[config.mk]
export PLATFORM = sky130hd
export DESIGN_NAME = uart_rx
export DESIGN_NICKNAME = d
export VERILOG_FILES = /design/src/rtl/uart_rx.sv
export SDC_FILE = /design/constraint.sdc
export NUM_CORES = 1
export LEC_CHECK = 0
export CAP_MARGIN = 20
export CORE_MARGIN = 2
export CORE_UTILIZATION = 45
export DETAILED_ROUTE_END_ITERATION = 16
export GPL_TIMING_DRIVEN = 0
export PLACE_DENSITY = 0.68
export SETUP_SLACK_MARGIN = 0.4
export SYNTH_ARGS = -nofsm -noshare
export SYNTH_HDL_FRONTEND = slang
export SYNTH_SLANG_ARGS = --single-unit
[constraint.sdc]
create_clock -name clk -period 1.65 [get_ports clk]
set_input_delay 0.495 -clock clk [delete_from_list [all_inputs] [get_ports clk]]
set_output_delay 0.495 -clock clk [all_outputs]
set_load 0.02 [all_outputs]
[src/rtl/uart_rx.sv]
// UART 8N1 receiver: two-flop input synchronizer, mid-bit sampling FSM,
// holding register for the last correctly framed byte plus a one-cycle strobe.
module uart_rx #(
  parameter int unsigned CLKS_PER_BIT = 8
) (
  input  logic       clk,
  input  logic       rst_n,
  input  logic       rx,
  output logic [7:0] data_in,
  output logic       data_received
);

  localparam int unsigned CW = (CLKS_PER_BIT > 1) ? $clog2(CLKS_PER_BIT) : 1;
  localparam logic [CW-1:0] HALF_M1 = CW'(CLKS_PER_BIT / 2 - 1);
  localparam logic [CW-1:0] FULL_M1 = CW'(CLKS_PER_BIT - 1);

  typedef enum logic [2:0] {
    IDLE,
    START,
    DATA,
    STOP,
    WAIT_IDLE
  } state_t;

  state_t          r_state;
  logic            r_rx_meta;
  logic            r_rx_s;
  logic [CW-1:0]   r_cnt;
  logic [2:0]      r_bit_idx;
  logic [7:0]      r_shift;

  // Two-flop synchronizer on the asynchronous serial line; idles high.
  always_ff @(posedge clk or negedge rst_n) begin
    if (!rst_n) begin
      r_rx_meta <= 1'b1;
      r_rx_s    <= 1'b1;
    end else begin
      r_rx_meta <= rx;
      r_rx_s    <= r_rx_meta;
    end
  end

  // Frame recovery FSM with registered byte output and strobe.
  always_ff @(posedge clk or negedge rst_n) begin
    if (!rst_n) begin
      r_state       <= IDLE;
      r_cnt         <= '0;
      r_bit_idx     <= '0;
      r_shift       <= '0;
      data_in       <= '0;
      data_received <= 1'b0;
    end else begin
      data_received <= 1'b0;
      case (r_state)
        IDLE: begin
          r_cnt <= '0;
          if (!r_rx_s) r_state <= START;
        end
        START: begin
          if (r_cnt == HALF_M1) begin
            r_cnt <= '0;
            if (!r_rx_s) begin
              r_state   <= DATA;
              r_bit_idx <= '0;
            end else begin
              r_state <= IDLE;
            end
          end else begin
            r_cnt <= r_cnt + 1'b1;
          end
        end
        DATA: begin
          if (r_cnt == FULL_M1) begin
            r_cnt     <= '0;
            r_shift   <= {r_rx_s, r_shift[7:1]};
            r_bit_idx <= r_bit_idx + 1'b1;
            if (r_bit_idx == 3'd7) r_state <= STOP;
          end else begin
            r_cnt <= r_cnt + 1'b1;
          end
        end
        STOP: begin
          if (r_cnt == FULL_M1) begin
            r_cnt <= '0;
            if (r_rx_s) begin
              data_in       <= r_shift;
              data_received <= 1'b1;
              r_state       <= IDLE;
            end else begin
              r_state <= WAIT_IDLE;
            end
          end else begin
            r_cnt <= r_cnt + 1'b1;
          end
        end
        WAIT_IDLE: begin
          r_cnt <= '0;
          if (r_rx_s) r_state <= IDLE;
        end
        default: begin
          r_state <= IDLE;
          r_cnt   <= '0;
        end
      endcase
    end
  end

endmodule

==> run metrics <==
status=finished, final reports clean; cell taking the most area after synthesis=dfrtp_1; Clock Latency Late Sink=0.33 ns; Die Y=55.4 um; Max VDD drop=0.888 mV; Final Power=2.28 mW; Layout Skew=0.00701 ns; GRT met1 Usage=21.0%; top cells by area in the synthesized netlist=dfrtp_1, mux2_2, ha_1; synth unique cells=26; Seq cells post-synth=28; Static Leakage=0.864 nW; Worst setup SP type=flip-flop; DIE AREA=0.00307 mm2; Synthesis Warnings=0; Syn Area/Cell=14.3 um2; largest net degree at the start of global routing=18; CTS root buffer=clkbuf_4; HP Class=reg -> reg; critical setup path kind=reg -> reg; Synth Cell Area=0.00119 mm2; switching pwr=727 uW; CTS sink count=28; antenna violations before repair=0; # DRC=0; Final Hold Viols=0; WL final=2150 um; Synth-to-Final Area Change=50.4%; Inserted Clock Buffers=3; initial DRC count=12; Slew headroom=57.6%; Post-synth EDFFs=0; CP Data Arrival Time=1.68 ns; top achievable clock speed=0.691 GHz; Setup TNS Final=0 ns; vias in the first global route=755; final net count=129; GRT Total Usage=14.8%; Final setup viols=0; post-placement cell area=0.00143 mm2; max cap viols=0; cells after synthesis=83; GRT Max-Usage Layer=met2; DR vias/cell=5.29; Global Route met2 Usage=22.4%; maximum fanout along the worst path=6; switching share of power=31.9%; Final Critical Period=1.45 ns; met3 GRT Util=3.04%; CTS tree=built; unrepaired setup endpoints after global routing=true; clock buffer depth=2; Hold WS=0.367 ns; sequential share of power=38.2%; Detailed Routing Iterations Pass 1=3; share of cells above drive strength 1=62.5%; fin crit share=87.7%; Initial Util=47.5%; clock power share=19.9%; Reg clk slew, reported paths=0.15 ns; Ant. Diodes=0; CP Data Required Time=1.88 ns; first-pass GRT wire length=3620 um; Synth top cells by count=dfrtp_1, mux2_2, ha_1, nand2_1, inv_1; most frequent cell after synthesis=dfrtp_1; Overflow after GRT=0; ANT nets after route=0; asr flop ratio synth=100%; register area share after synthesis=59.2%; Die Width=55.4 um; H-tree Lvls=1; mean routed wirelength per cell=14.3 um; FP Rows=18; final-report max-slew violation count=0; final cell count without fillers=150; post-detailed-placement half-perimeter wirelength=1270 um; CORE AREA=0.00250 mm2; Pwr Density=1270 mW/mm2; Synth top area share=54.7%; Power Internal=1.55 mW; fin area=0.00179 mm2; Comb pwr share=41.9%; total number of vias=794; placed insts=125; Syn Nets=91; Crit. End Element=flip-flop; actual slew at the worst max-slew pin=0.634 ns; IO Count=12; # port buffers=11; Main synth FF type=dfrtp_1; Final Wtd Congestion=0.667
-- path summary, 6_finish.rpt --
path / startpoint / end / slack [ns] / cells past startpoint
min reg2reg: r_rx_meta / r_rx_s / 0.37 / 0
min: r_rx_meta / r_rx_s / 0.37 / 0
max reg2reg: r_rx_s / data_in[5] / 0.20 / 4
min in group asynchronous: rst_n / r_bit_idx[0] / 0.53 / 1
max in group asynchronous: rst_n / data_in[5] / 0.62 / 2
max: r_rx_s / data_in[5] / 0.20 / 4
-- metal layers --
layer | up-vias | share of wire [%]
met5 | - | 0
met4 | 0 | 1.2
met1 | 403 | 50
met3 | 4 | 2.8
li1 | 377 | -
met2 | 10 | 46
-- cell usage in the layout (no fill, tap or decap), types with 2 or more instances in the layout --
| cell | count |
|---|---|
| dfrtp_1 | 25 |
| buf_4 | 17 |
| mux2_4 | 17 |
| buf_6 | 16 |
| ha_1 | 3 |
| clkbuf_4 | 3 |
| nand2_1 | 2 |
| nor2_2 | 2 |
| inv_1 | 2 |
| nor3_4 | 2 |
| a22o_1 | 2 |
| a311oi_1 | 2 |
| ha_4 | 2 |
| clkdlybuf4s50_1 | 2 |
| dfstp_2 | 2 |
-- layout make-up --
class | count | area, um2
fill | 160 | 712
tap | 30 | 37.5
clock inverter | 1 | 30.0
buffer | 4 | 45.0
sequential | 28 | 704
multi-input combinational | 48 | 612
inverter | 3 | 11.3
clock buffer | 3 | 22.5
timing repair buffer | 33 | 325
-- state kept, by name, summed over array words and instances, names as in the netlist --
name,flops
data_received,1
r_shift,8
r_state,3
data_in,8
r_rx_meta,1
r_cnt,3
r_rx_s,1
r_bit_idx,3
-- what timing repair did --
item | in CTS | in global routing
pin swaps | 5 | 7
endpoints found under the setup margin | 32 | 33
resized for setup | 65 | 22
setup buffers | 8 | 13
cloned | 0 | 0
hold buffers | 0 | 0
-- critical path, stage by stage (launching register included) --
cell and delay [ns]:
dfstp_2 0.60, nand2_2 0.07, nor3_4 0.22, buf_6 0.17, mux2_4 0.30
-- through the flow --
stage          util (%)  setup WS [ns]
3_5_place_dp       57.3         0.0130
4_1_cts            63.8          0.207
6_report           71.5          0.203
3_3_place_gp       56.2         -0.342
5_1_grt            71.5          0.145
2_1_floorplan         -          0.194
-- power groups by stage --
stage                     combinational (mW)  sequential [mW]  clock (mW)
final                                  0.954            0.869       0.453
after global routing                    1.05            0.880       0.488
after CTS                              0.648            0.863       0.459
after detailed placement               0.588            0.878           0
after global placement                 0.551            0.873           0
after floorplan                        0.455            0.873           0
-- cells by family after synthesis --
family	count (synthesis)	synth area share [%]
DFF	28	59.2
AOI/OAI and AO/OA	11	7.16
xor gates and xnor gates	1	0.737
adders and majority gates	5	5.26
buffers and inverters	7	3.05
muxes	18	17.1
and+or+nand+nor	13	7.58
Note: power is estimated with default switching activity, not from simulation.
